<file path="config.mk">
export PLATFORM = sky130hd
export DESIGN_NAME = eth_mac_conf_ctrl
export DESIGN_NICKNAME = d
export VERILOG_FILES = /design/src/rtl/eth_mac_conf_ctrl_pkg.sv /design/src/rtl/eth_mac_conf_ctrl_frame_tracker.sv /design/src/rtl/eth_mac_conf_ctrl.sv
export SDC_FILE = /design/constraint.sdc
export NUM_CORES = 1
export LEC_CHECK = 0
export ABC_AREA = 1
export BUFFER_PORTS_ARGS = -buffer_cell sky130_fd_sc_hd__clkbuf_2
export CORE_MARGIN = 2
export CORE_UTILIZATION = 54
export CTS_BUF_LIST = sky130_fd_sc_hd__clkbuf_16
export DETAILED_ROUTE_END_ITERATION = 6
export PLACE_DENSITY_LB_ADDON = 0.3
export SYNTH_ARGS = -nofsm -noshare
export SYNTH_HDL_FRONTEND = slang
export SYNTH_SLANG_ARGS = --single-unit
</file>
<file path="constraint.sdc">
create_clock -name clk156 -period 2.2 [get_ports clk156]
set_input_delay 0.22 -clock clk156 [delete_from_list [all_inputs] [get_ports clk156]]
set_output_delay 0.22 -clock clk156 [all_outputs]
set_load 0.03 [all_outputs]
</file>
<file path="src/rtl/eth_mac_conf_ctrl_pkg.sv">
// Shared widths, vector bit map, FSM states and config payload for the MAC config sequencer.
package eth_mac_conf_ctrl_pkg;

   localparam int unsigned MAC_W = 48;
   localparam int unsigned LEN_W = 15;
   localparam int unsigned CNT_W = 16;
   localparam int unsigned VEC_W = 80;

   // Configuration vector bit positions (shared by TX and RX)
   localparam int unsigned VEC_MAC_LSB = 32;
   localparam int unsigned VEC_LEN_LSB = 16;
   localparam int unsigned VEC_CHK_HI  = 9;
   localparam int unsigned VEC_CHK_LO  = 8;
   localparam int unsigned VEC_JUMBO   = 4;
   localparam int unsigned VEC_VLAN    = 2;
   localparam int unsigned VEC_EN      = 1;

   localparam logic [MAC_W-1:0] DEF_SRC_MAC = 48'h001122334455;
   localparam logic [LEN_W-1:0] DEF_MAX_LEN = 15'd1518;

   typedef enum logic [2:0] {
      ST_IDLE    = 3'd0,
      ST_DRAIN   = 3'd1,
      ST_DISABLE = 3'd2,
      ST_APPLY   = 3'd3,
      ST_ENABLE  = 3'd4
   } state_e;

   typedef struct packed {
      logic [MAC_W-1:0] mac;
      logic [LEN_W-1:0] max_len;
      logic             jumbo;
      logic             vlan;
      logic             tx_en;
      logic             rx_en;
      logic             rx_chk_dis;
   } cfg_t;

   // Assemble one 80-bit configuration vector; every unmapped bit is 0
   function automatic logic [VEC_W-1:0] pack_vec(
      input logic [MAC_W-1:0] mac,
      input logic [LEN_W-1:0] max_len,
      input logic             jumbo,
      input logic             vlan,
      input logic             en,
      input logic             chk_dis
   );
      logic [VEC_W-1:0] v;
      v = '0;
      v[VEC_MAC_LSB +: MAC_W] = mac;
      v[VEC_LEN_LSB +: LEN_W] = max_len;
      v[VEC_CHK_HI]           = chk_dis;
      v[VEC_CHK_LO]           = chk_dis;
      v[VEC_JUMBO]            = jumbo;
      v[VEC_VLAN]             = vlan;
      v[VEC_EN]               = en;
      return v;
   endfunction

endpackage

</file>
<file path="src/rtl/eth_mac_conf_ctrl_frame_tracker.sv">
// Tracks whether a stream is between the first and last beat of a frame.
module eth_mac_conf_ctrl_frame_tracker (
   input  logic i_clk,
   input  logic i_reset,
   input  logic i_beat,
   input  logic i_last,
   output logic o_idle_c
);

   logic r_in_frame;

   // Set on a non-last beat, cleared on a last beat; single-beat frames never set it
   always_ff @(posedge i_clk) begin
      if (i_reset) begin
         r_in_frame <= 1'b0;
      end else if (i_beat) begin
         r_in_frame <= ~i_last;
      end
   end

   // Idle only when no frame is open and nothing is transferring this cycle
   assign o_idle_c = ~r_in_frame & ~i_beat;

endmodule

</file>
<file path="src/rtl/eth_mac_conf_ctrl.sv">
// Runtime sequencer that swaps the MAC TX/RX configuration vectors only between frames.
module eth_mac_conf_ctrl
   import eth_mac_conf_ctrl_pkg::*;
#(
   parameter logic [MAC_W-1:0] SRC_MAC       = DEF_SRC_MAC,
   parameter logic [LEN_W-1:0] MAX_LEN       = DEF_MAX_LEN,
   parameter int unsigned      SETTLE_CYC    = 16,
   parameter int unsigned      DRAIN_TIMEOUT = 65535
) (
   input  logic             clk156,
   input  logic             reset,
   input  logic             req_valid,
   output logic             req_ready,
   input  logic [MAC_W-1:0] req_src_mac,
   input  logic [LEN_W-1:0] req_max_len,
   input  logic             req_jumbo,
   input  logic             req_vlan,
   input  logic             req_tx_en,
   input  logic             req_rx_en,
   input  logic             req_rx_chk_dis,
   input  logic             tx_axis_tvalid,
   input  logic             tx_axis_tready,
   input  logic             tx_axis_tlast,
   input  logic             rx_axis_tvalid,
   input  logic             rx_axis_tlast,
   output logic             tx_gate,
   output logic [VEC_W-1:0] mac_tx_configuration_vector,
   output logic [VEC_W-1:0] mac_rx_configuration_vector,
   output logic             busy,
   output logic             done_pulse,
   output logic             timeout
);

   localparam logic [CNT_W-1:0] SETTLE_LAST = CNT_W'(SETTLE_CYC - 1);
   localparam logic [CNT_W-1:0] DRAIN_LAST  = CNT_W'(DRAIN_TIMEOUT - 1);

   state_e           r_state;
   logic [CNT_W-1:0] r_cnt;
   cfg_t             r_shadow;
   cfg_t             w_req;

   logic [MAC_W-1:0] r_mac;
   logic [LEN_W-1:0] r_max_len;
   logic             r_jumbo;
   logic             r_vlan;
   logic             r_tx_en;
   logic             r_rx_en;
   logic             r_rx_chk;

   logic             r_req_ready;
   logic             r_tx_gate;
   logic             r_busy;
   logic             r_done;
   logic             r_timeout;

   logic             w_tx_idle_c;
   logic             w_rx_idle_c;
   logic             w_link_idle_c;

   assign w_req = '{mac:        req_src_mac,
                    max_len:    req_max_len,
                    jumbo:      req_jumbo,
                    vlan:       req_vlan,
                    tx_en:      req_tx_en,
                    rx_en:      req_rx_en,
                    rx_chk_dis: req_rx_chk_dis};

   eth_mac_conf_ctrl_frame_tracker u_tx_trk (
      .i_clk    (clk156),
      .i_reset  (reset),
      .i_beat   (tx_axis_tvalid & tx_axis_tready),
      .i_last   (tx_axis_tlast),
      .o_idle_c (w_tx_idle_c)
   );

   eth_mac_conf_ctrl_frame_tracker u_rx_trk (
      .i_clk    (clk156),
      .i_reset  (reset),
      .i_beat   (rx_axis_tvalid),
      .i_last   (rx_axis_tlast),
      .o_idle_c (w_rx_idle_c)
   );

   assign w_link_idle_c = w_tx_idle_c & w_rx_idle_c;

   // Sequencer FSM with drain/settle counter, request shadow and registered outputs
   always_ff @(posedge clk156) begin
      if (reset) begin
         r_state     <= ST_IDLE;
         r_cnt       <= '0;
         r_shadow    <= '0;
         r_mac       <= SRC_MAC;
         r_max_len   <= MAX_LEN;
         r_jumbo     <= 1'b0;
         r_vlan      <= 1'b0;
         r_tx_en     <= 1'b1;
         r_rx_en     <= 1'b1;
         r_rx_chk    <= 1'b1;
         r_req_ready <= 1'b1;
         r_tx_gate   <= 1'b0;
         r_busy      <= 1'b0;
         r_done      <= 1'b0;
         r_timeout   <= 1'b0;
      end else begin
         case (r_state)
            ST_IDLE: begin
               if (req_valid) begin
                  r_shadow    <= w_req;
                  r_timeout   <= 1'b0;
                  r_cnt       <= '0;
                  r_req_ready <= 1'b0;
                  r_tx_gate   <= 1'b1;
                  r_busy      <= 1'b1;
                  r_state     <= ST_DRAIN;
               end
            end
            ST_DRAIN: begin
               if (w_link_idle_c || (r_cnt == DRAIN_LAST)) begin
                  // Forced apply when the link never goes quiet
                  if (!w_link_idle_c) begin
                     r_timeout <= 1'b1;
                  end
                  r_tx_en <= 1'b0;
                  r_rx_en <= 1'b0;
                  r_cnt   <= '0;
                  r_state <= ST_DISABLE;
               end else begin
                  r_cnt <= r_cnt + CNT_W'(1);
               end
            end
            ST_DISABLE: begin
               if (r_cnt == SETTLE_LAST) begin
                  r_mac     <= r_shadow.mac;
                  r_max_len <= r_shadow.max_len;
                  r_jumbo   <= r_shadow.jumbo;
                  r_vlan    <= r_shadow.vlan;
                  r_rx_chk  <= r_shadow.rx_chk_dis;
                  r_cnt     <= '0;
                  r_state   <= ST_APPLY;
               end else begin
                  r_cnt <= r_cnt + CNT_W'(1);
               end
            end
            ST_APPLY: begin
               r_tx_en <= r_shadow.tx_en;
               r_rx_en <= r_shadow.rx_en;
               r_done  <= 1'b1;
               r_cnt   <= '0;
               r_state <= ST_ENABLE;
            end
            ST_ENABLE: begin
               r_done      <= 1'b0;
               r_tx_gate   <= 1'b0;
               r_busy      <= 1'b0;
               r_req_ready <= 1'b1;
               r_cnt       <= '0;
               r_state     <= ST_IDLE;
            end
            default: begin
               r_state <= ST_IDLE;
            end
         endcase
      end
   end

   assign req_ready  = r_req_ready;
   assign tx_gate    = r_tx_gate;
   assign busy       = r_busy;
   assign done_pulse = r_done;
   assign timeout    = r_timeout;

   assign mac_tx_configuration_vector = pack_vec(r_mac, r_max_len, r_jumbo, r_vlan, r_tx_en, 1'b0);
   assign mac_rx_configuration_vector = pack_vec(r_mac, r_max_len, r_jumbo, r_vlan, r_rx_en, r_rx_chk);

endmodule

</file>
==> results of run 1 <==
-- placed cells by master (no fill, tap or decap), drive strengths merged, types with 2 or more instances in the layout --
cell type	n
xor2	4
xnor2	3
buf	8
nand3	19
clkbuf	231
bufinv	3
nand2	179
o21bai	3
inv	95
o211ai	23
nand4	6
nor2	38
conb	26
a21oi	122
dlygate4sd3	4
a31oi	3
dfxtp	161
clkinv	10
ha	2
o21ai	69
-- registers in the layout, indices dropped and copies added (netlist names) --
| register | count |
|---|---|
| r_shadow | 68 |
| r_mac | 48 |
| r_cnt | 16 |
| r_max_len | 15 |
| r_state | 3 |
| busy | 1 |
| done_pulse | 1 |
| r_jumbo | 1 |
| r_rx_chk | 1 |
| r_rx_en | 1 |
| r_tx_en | 1 |
| r_vlan | 1 |
| req_ready | 1 |
| timeout | 1 |
| u_rx_trk.r_in_frame | 1 |
| u_tx_trk.r_in_frame | 1 |
-- per-stage QoR --
step / instance area [um^2] / utilization
floorplan: 7080 / -
global placement: 7480 / 0.593
detailed placement: 7480 / 0.593
CTS: 8100 / 0.642
global route: 8100 / 0.642
finish: 8100 / 0.642
-- worst register-to-register path, stage by stage (launching register included) --
cell,delay [ps]
sky130_fd_sc_hd__dfxtp_1,360
sky130_fd_sc_hd__nor2_2,230
sky130_fd_sc_hd__nand3b_1,160
sky130_fd_sc_hd__nand2_1,260
sky130_fd_sc_hd__inv_1,200
sky130_fd_sc_hd__nand3_2,120
sky130_fd_sc_hd__nand2_2,120
sky130_fd_sc_hd__a21oi_1,140
-- kinds of logic after synthesis --
kind of cell               count (synthesis)  synth area share
xor gates and xnor gates                   7           0.00877
adders and majority gates                  2           0.00358
DFF                                      161             0.461
buffers and inverters                    238             0.194
and+or+nand+nor                          244             0.147
other                                      1          0.000537
AOI/OAI and AO/OA                        220             0.184
-- power breakdown --
part / internal (mW) / switching, mW / leakage [nW]
clock network: 1.75 / 1.12 / 0.295
registers: 3.21 / 0.121 / 1.31
logic: 0.395 / 0.937 / 2.15
total: 5.36 / 2.18 / 3.76
-- timing repair --
action                                 CTS  global route
endpoints found under the hold margin    2             0
hold buffers                             4             0
resized for setup                        0             0
setup endpoints to repair                0             0
-- synth_stat cells, types with 10 or more instances --
cell	number
sky130_fd_sc_hd__buf_4	98
sky130_fd_sc_hd__nand2_1	176
sky130_fd_sc_hd__o211ai_2	23
sky130_fd_sc_hd__clkbuf_1	16
sky130_fd_sc_hd__inv_1	91
sky130_fd_sc_hd__dfxtp_1	161
sky130_fd_sc_hd__o21ai_0	68
sky130_fd_sc_hd__buf_2	18
sky130_fd_sc_hd__a21oi_1	122
sky130_fd_sc_hd__buf_6	10
sky130_fd_sc_hd__nor2_1	29
sky130_fd_sc_hd__nand3_1	16
-- final cells by class --
cell class / instances / share of cell area
diodes: 1 / 0.000309
clock inverters: 15 / 0.0187
inverters: 93 / 0.0431
repair buffers: 226 / 0.151
multi-input cells: 499 / 0.310
flip-flops and latches: 161 / 0.398
clock buffers: 17 / 0.0525
well taps: 172 / 0.0266
-- how the worst max path moves through the flow --
stage                             from                      to  slack [ps]
6_report       r_state[2]$_SDFFE_PP0P_  r_cnt[13]$_SDFFE_PP0P_         540
5_1_grt          r_cnt[1]$_SDFFE_PP0P_  r_mac[46]$_SDFFE_PP0P_         370
4_1_cts          r_cnt[1]$_SDFFE_PP0P_    r_jumbo$_SDFFE_PP0P_         540
3_5_place_dp   r_state[2]$_SDFFE_PP0P_  r_cnt[13]$_SDFFE_PP0P_         560
3_3_place_gp     r_cnt[1]$_SDFFE_PP0P_    r_jumbo$_SDFFE_PP0P_         630
2_1_floorplan    r_cnt[1]$_SDFFE_PP0P_  r_mac[25]$_SDFFE_PP1P_         730
-- layer usage --
metal,vias up,share of wire
met1,2564,0.45
met4,0,0.018
met5,-,0
met2,169,0.47
met3,16,0.058
li1,2921,-
==> results by stage, run 1 <==
Place:
- Detailed placement finished with a half-perimeter wire length of 9620 um.
- At the end of routability-driven placement, the weighted congestion stood at 0.813.
- The number of placed instances, taps included, is 1147.
- Input and output buffers added on the ports amount to 214.
- The placement-stage worst setup slack is 564 ps.

Setup path:
- The biggest fanout along the worst timing path is 8.
- The length in cells of the worst reg-to-reg path is 7.
- The worst-path cell with the longest stage delay is sky130_fd_sc_hd__dfxtp_1.
- Setup slack on the worst reg-to-reg path comes out at 540 ps.
- Together, buffers and inverters on the worst path number 1.
- The largest single stage delay on the critical path is 360 ps.
- The category of the most critical setup path is reg2reg.
- The type of element capturing the critical path is a register.
- In this run the critical register-to-register path is launched from r_state[2]$_SDFFE_PP0P_.
- The endpoint identified for the worst register-to-register timing path is r_cnt[13]$_SDFFE_PP0P_.
- Traced cell by cell, the critical path runs through nor2_2 -> nand3b_1 -> nand2_1 -> inv_1 -> nand3_2 -> nand2_2 -> a21oi_1.
- The number of logic stages on the critical path including buffering is 7.
- The kind of cell adding the most delay to the critical path is simple AND/OR/NAND/NOR gates.
- STA classifies the critical path startpoint as a register.
- The required time of the worst setup path is 2550 ps.
- Data on the critical path arrives at its endpoint at 2010 ps.

Global route:
- After global routing the overflow that remains totals 0.
- The number of antenna violations at the first check in global routing is 1.
- For met1 alone, demand over resource in global routing was 0.260.
- Entering global routing, the biggest net connects 95 pins.
- The global-route usage over all layers is 0.209.
- The global routing's busiest layer is met2.
- For met2 alone, demand over resource in global routing was 0.348.
- The global-route wire length before repair is 23800 um.
- In the global route stage, met3 resource usage came out at 0.0489.
- The number of global-route vias before repair is 5028.

Timing:
- The slack of the critical path is 536 ps.
- After routing, the total negative slack on setup checks comes to 0 ps.
- Setup repair after global routing left no endpoint under its margin.
- At the pin with the least slew margin, the transition time is 626 ps.
- Headroom to the max-slew limit came out at 0.583.
- The tightest hold margin is 23.6 ps.
- For the final database, setup skew stands at 5.54 ps.
- The number of setup violations in the final report is 0.
- The number of slew-limit violations in the final report is 0.
- Timing would allow up to 0.601 GHz.
- Subtracting the final worst setup slack from the clock period gives 1660 ps.
- Of the available clock period, the critical path in the final layout requires 0.756.
- The hold violation total from the final report was 0.

Finish:
- The layout cell share with drive strength beyond 1 is 0.288.
- Registers take 3220 um^2.
- The count of cells in the finished layout, fillers not included, comes to 1184.
- The fill cell instance count of the final layout is 1131.
- The area taken by multi-input logic gates is 2510 um^2.
- In the final design database the tool counted 1076 nets.
- The area added between synthesis and finish is 15.9%.

Floorplan:
- The die covers 13900 um^2.
- The count of boundary I/O pins is 241.
- In this run the standard cell core region covers 12600 um^2.
- The number of rows created at floorplan is 41.
- The floorplan step set the die height to 118 um.
- The initial standard-cell utilization of the core is 0.554.
- The die is 118 um wide.

Clocking:
- The number of H-tree levels is 4.
- After clock tree synthesis, the clock-pin slew on the worst setup and hold paths is 60 ps.
- For this design, the sink count on the clock tree is 161.
- In this run the clock root is driven by a sky130_fd_sc_hd__clkbuf_16.
- The post-CTS setup buffer count is 0.
- TritonCTS built the clock tree.
- The deepest clock path buffer count is 2.
- The clock reaches the later pin of the worst-skew pair after 420 ps.
- Clock tree synthesis inserted a total of 17 buffers.

Detailed routing:
- The number of iterations in the first detailed-routing pass is 4.
- Detailed routing inserted a total of 5670 vias.
- For this block, the routed nets add up to 14600 um of wire.
- The first routing iteration left 435 violations.
- The detail route stage leaves a number of antenna-violating nets equal to 0.
- The detailed-route DRC error count is 0.
- Dividing the detail-routed via count by the number of cells gives 4.79.
- In the final routed layout, each cell accounts on average for 12.3 um.

Pwr:
- For this design the ratio of total power to cell area is 931 nW/um^2.
- The worst IR drop on VDD is 0.585 mV.
- Overall power consumption after layout is estimated at 7.54 mW.
- The analysis attributes to cell leakage a power of 3.76 nW.

Logic synthesis:
- The flip-flop and latch count after synthesis is 161.
- The number of distinct standard cells referenced by the synthesized netlist is 30.
- Of the synthesized area, sequential elements account for 0.461.
- Summed over all instances, the cell type with the most area after synthesis is sky130_fd_sc_hd__dfxtp_1.
- Synthesis produced a netlist whose cell count is 873.
- For this run, the leading register cell type out of synthesis is sky130_fd_sc_hd__dfxtp_1.
- The share of synthesized area in the top cell type comes to 0.461.
- The average cell area after synthesis is 8.00 um^2.
- The cell area after synthesis is 6990 um^2.
- After synthesis, the share of flip-flops with an asynchronous set or reset is 0.
- The count of flip-flops with a built-in enable after synthesis is 0.
- Yosys attributes the largest share of cell area to sky130_fd_sc_hd__dfxtp_1, sky130_fd_sc_hd__buf_4, sky130_fd_sc_hd__nand2_1.
- For this run, the number of Yosys warnings is 0.

Hold path:
- In this run the most critical hold path is launched from req_max_len[4].
- The class of the most critical hold timing path is in2reg.
- For hold timing, the worst endpoint is r_shadow[9]$_SDFFE_PP0P_.
- The count of cells along the worst hold path is 3.

Flow run:
- Max-cap violations in this run came to 0.

Run status:
- The run finished with clean final reports.
Power figures use the tool's default switching activity.
==> run 2, diff against run 1 <==
Settings changed: CORE_UTILIZATION 54 to 50.
Clock period 2.2 ns to 1.6 ns, I/O delays scaled along.
==> run 2 against run 1 <==
Against the previous run:
- via count rose by 6.8%
- cell area rose by 9.5%
- clock power rose by 30%
- first-iteration DRC count fell by 19%
- routed wire length rose by 18%
- sequential power rose by 37%
- register-to-register slack got worse by 510 ps
==> results by stage, run 2 (same netlist as run 1, synthesis figures left out) <==
Run status:
- The run finished with clean final reports.

Finish:
- The count of cells in the finished layout, fillers not included, comes to 1257.
- The register ranked first by flip-flop count is r_shadow.
- The number of flip-flops under the largest register name is 68.
- The post-route core utilization is 0.644.
- After the last flow step, the layout net total stands at 1146.
- The sequential cell area in the final layout is 3230 um^2.
- The fill cell instance count of the final layout is 1202.
- In the final layout, the share of cells above drive strength 1 is 0.298.
- The library cells used most frequently in the layout, excluding fill and tap cells, are sky130_fd_sc_hd__clkbuf_2, sky130_fd_sc_hd__nand2_1, sky130_fd_sc_hd__dfxtp_1.
- The largest registers in the layout are r_shadow x68, r_mac x48, r_cnt x16.
- The area added between synthesis and finish is 26.9%.
- The final design instance area without fill is 8870 um^2.
- Leaving out fill and tap cells, the most frequent cell in the layout is sky130_fd_sc_hd__clkbuf_2.
- In the final layout, the multi-input gates occupy 2550 um^2.
- The number of antenna repair diodes is 0.

Detailed routing:
- Across all layers, the routed design uses 6058 vias.
- Once detail routing completed, the nets flagged for antenna violations numbered 0.
- Summed over all layers, the routed wires come to 17200 um.
- After detailed routing, the number of remaining DRC violations is 0.
- The number of iterations in the first detailed-routing pass is 6.
- The detail-routed via count per cell is 4.82.
- The average wire per cell in the routed design is 13.7 um.
- The detailed router finished its first iteration with 354 violations.

Hold path:
- Counting instances, the worst hold path has a depth of 3.
- The startpoint identified for the worst hold timing path is req_src_mac[42].
- The class of the most critical hold timing path is in2reg.

Setup path:
- In this run the number of cells on the critical path is 9.
- In this run the worst setup path begins at r_cnt[1]$_SDFFE_PP0P_.
- The required time of the worst setup path is 1910 ps.
- In this run the critical register-to-register path is captured at r_cnt[0]$_SDFFE_PP0P_.
- Across all register-to-register paths, the minimum setup slack is 20 ps.
- STA classifies the critical path endpoint as a register.
- STA classifies the critical path startpoint as a register.
- The data arrival time of the worst path is 1880 ps.
- The critical path ends at r_cnt[0]$_SDFFE_PP0P_.
- Walking the worst path, the cells encountered are buf_6 -> ha_1 -> nand2_1 -> nor2_2 -> nand2_2 -> o21ai_4 -> nand2_4 -> o21bai_1 -> inv_1.
- The delay of the slowest cell on the worst path is 340 ps.
- The biggest fanout along the worst timing path is 7.
- Together, buffers and inverters on the worst path number 2.
- The kind of cell adding the most delay to the critical path is compound AO/OA/AOI/OAI gates.
- The slowest stage of the critical path belongs to the cell sky130_fd_sc_hd__dfxtp_2.
- The length in cells of the worst reg-to-reg path is 9.
- The category of the most critical setup path is reg2reg.
- The origin of the critical flop-to-flop path is r_cnt[1]$_SDFFE_PP0P_.

Clocking:
- The number of buffers added by the clock tree synthesis step is 17.
- The clock net in this run drives a total of 161 sinks.
- The clock reaches the later pin of the worst-skew pair after 420 ps.
- The number of H-tree levels is 4.
- The clock passes through at most 2 buffers.
- The cell at the root of the clock tree is sky130_fd_sc_hd__clkbuf_16.
- The clock tree from TritonCTS is done.
- Clock-pin slew was measured on the worst setup and hold paths at 60 ps.

Floorplan:
- The initial standard-cell utilization of the core is 0.507.
- Row generation in the floorplan step produced 43 rows.
- The core outline area is 13800 um^2.
- Measured along the y axis, the die boundary spans 122 um.
- The count of boundary I/O pins is 241.
- The horizontal die dimension is 122 um.
- The die area is 14900 um^2.

Pwr:
- VDD sags by at most 0.790 mV.
- Of the total power, the clock network draws 0.359.
- The share of total power dissipated in combinational logic is 0.199.
- The leakage power summed over all cells is 4.12 nW.
- The power density over the cells is 1170 nW/um^2.
- The internal power is 7.37 mW.
- The overall power is 10.4 mW.
- Of the total power, the share spent switching nets is 0.291.
- The net switching power figure is 3.03 mW.
- Of the total power, registers draw 0.442.

Global route:
- The global routing's busiest layer is met2.
- The global-route met3 utilization is 0.0544.
- The maximum number of pins on one net before global-route repair is 91.
- The total overflow left after global routing is 0.
- The global routing met1 resource utilization is 0.264.
- For met2 alone, demand over resource in global routing was 0.347.
- The number of global-route vias before repair was 5266.
- The global-route usage over all layers is 0.212.
- The global-route wire length before repair is 25000 um.
- The number of antenna violations at the first check in global routing is 0.

Timing:
- Based on the critical path, the design can be clocked at up to 0.634 GHz.
- The hold violation total from the final report is 0.
- The worst clock skew on the final layout is 7.57 ps.
- The headroom to the max-slew limit is 0.600.
- The slew at the pin closest to its max-slew limit is 600 ps.
- Setup violations remaining at the end of the flow were counted as 0.
- The slack of the critical path is 22.2 ps.
- The number of slew-limit violations in the final report was 0.
- The clock period minus final worst setup slack is 1580 ps.
- Dividing the final minimum period by the clock period gives 0.986.
- Setup repair after global routing could not meet its margin everywhere.
- Across all hold checks on the routed design, the worst slack comes to 14.7 ps.
- The sum of negative setup slack is 0 ps.

Place:
- The final weighted congestion in routability-driven placement is 0.846.
- The total half-perimeter wirelength after legalization and detailed placement is 9980 um.
- The placed cell area is 7640 um^2.
- OpenSTA, run right after detailed placement, puts the worst setup slack at 21.7 ps.
- In this run, placement finished with an instance count of 1171.
- The number of port buffers is 214.

Flow run:
- The tool flagged a number of max-cap violations equal to 0.
-- run 2: changes by cell type in the layout (fill, tap and decap cells not counted), moves of 2 or more --
| cell | change |
|---|---|
| sky130_fd_sc_hd__o21ai_1 | +22 |
| sky130_fd_sc_hd__clkbuf_16 | +4 |
| sky130_fd_sc_hd__dfxtp_1 | -2 |
| sky130_fd_sc_hd__dlygate4sd3_1 | +45 |
| sky130_fd_sc_hd__nor2_1 | -3 |
| sky130_fd_sc_hd__clkinv_1 | -2 |
| sky130_fd_sc_hd__buf_12 | +2 |
| sky130_fd_sc_hd__nand2_4 | +2 |
| sky130_fd_sc_hd__o21ai_0 | -23 |
| sky130_fd_sc_hd__nor2_2 | +3 |
| sky130_fd_sc_hd__buf_6 | +4 |
| sky130_fd_sc_hd__dfxtp_2 | +2 |
| sky130_fd_sc_hd__buf_4 | +14 |
-- run 2: layer usage --
layer | wire length, um | vias to the layer above
met4 | 414 | 0
met2 | 8360 | 199
met1 | 7410 | 2773
met5 | 0 | -
met3 | 991 | 33
li1 | - | 3053
-- run 2: how the worst min path moves through the flow --
stage | end | slack (ps)
after floorplan | u_rx_trk.r_in_frame$_SDFFE_PP0P_ | 250
after CTS | r_shadow[62]$_SDFFE_PP0P_ | 3
after global placement | u_rx_trk.r_in_frame$_SDFFE_PP0P_ | 350
after detailed placement | u_rx_trk.r_in_frame$_SDFFE_PP0P_ | 350
final | r_shadow[62]$_SDFFE_PP0P_ | 10
after global routing | r_shadow[7]$_SDFFE_PP0P_ | 20
-- run 2: repair_timing --
action,in CTS,in global routing
endpoints found under the hold margin,47,0
endpoints found under the setup margin,1,84
gates resized for setup,0,38
hold buffers,49,0
pin swaps,1,5
setup buffers,0,2
gates cloned,0,7
-- run 2: cell type report --
class | count | area share
repair buffers | 296 | 0.224
clock buffers | 17 | 0.0480
flip-flops and latches | 161 | 0.364
clock inverters | 11 | 0.0119
inverters | 93 | 0.0396
well taps | 180 | 0.0254
multi-input cells | 499 | 0.287
-- run 2: power groups by stage --
stage                     logic, mW  registers [mW]  clock network (mW)
after floorplan                1.40            4.67                   0
after global placement         1.89            4.65                   0
after detailed placement       1.91            4.66                   0
after CTS                      2.02            4.58                3.79
after global routing           2.33            4.64                3.99
final                          2.07            4.59                3.73
-- run 2: tightest hold or removal path, stage by stage --
cell and delay [ps]:
sky130_fd_sc_hd__clkbuf_2 90, sky130_fd_sc_hd__nand2_1 70, sky130_fd_sc_hd__a21oi_1 60
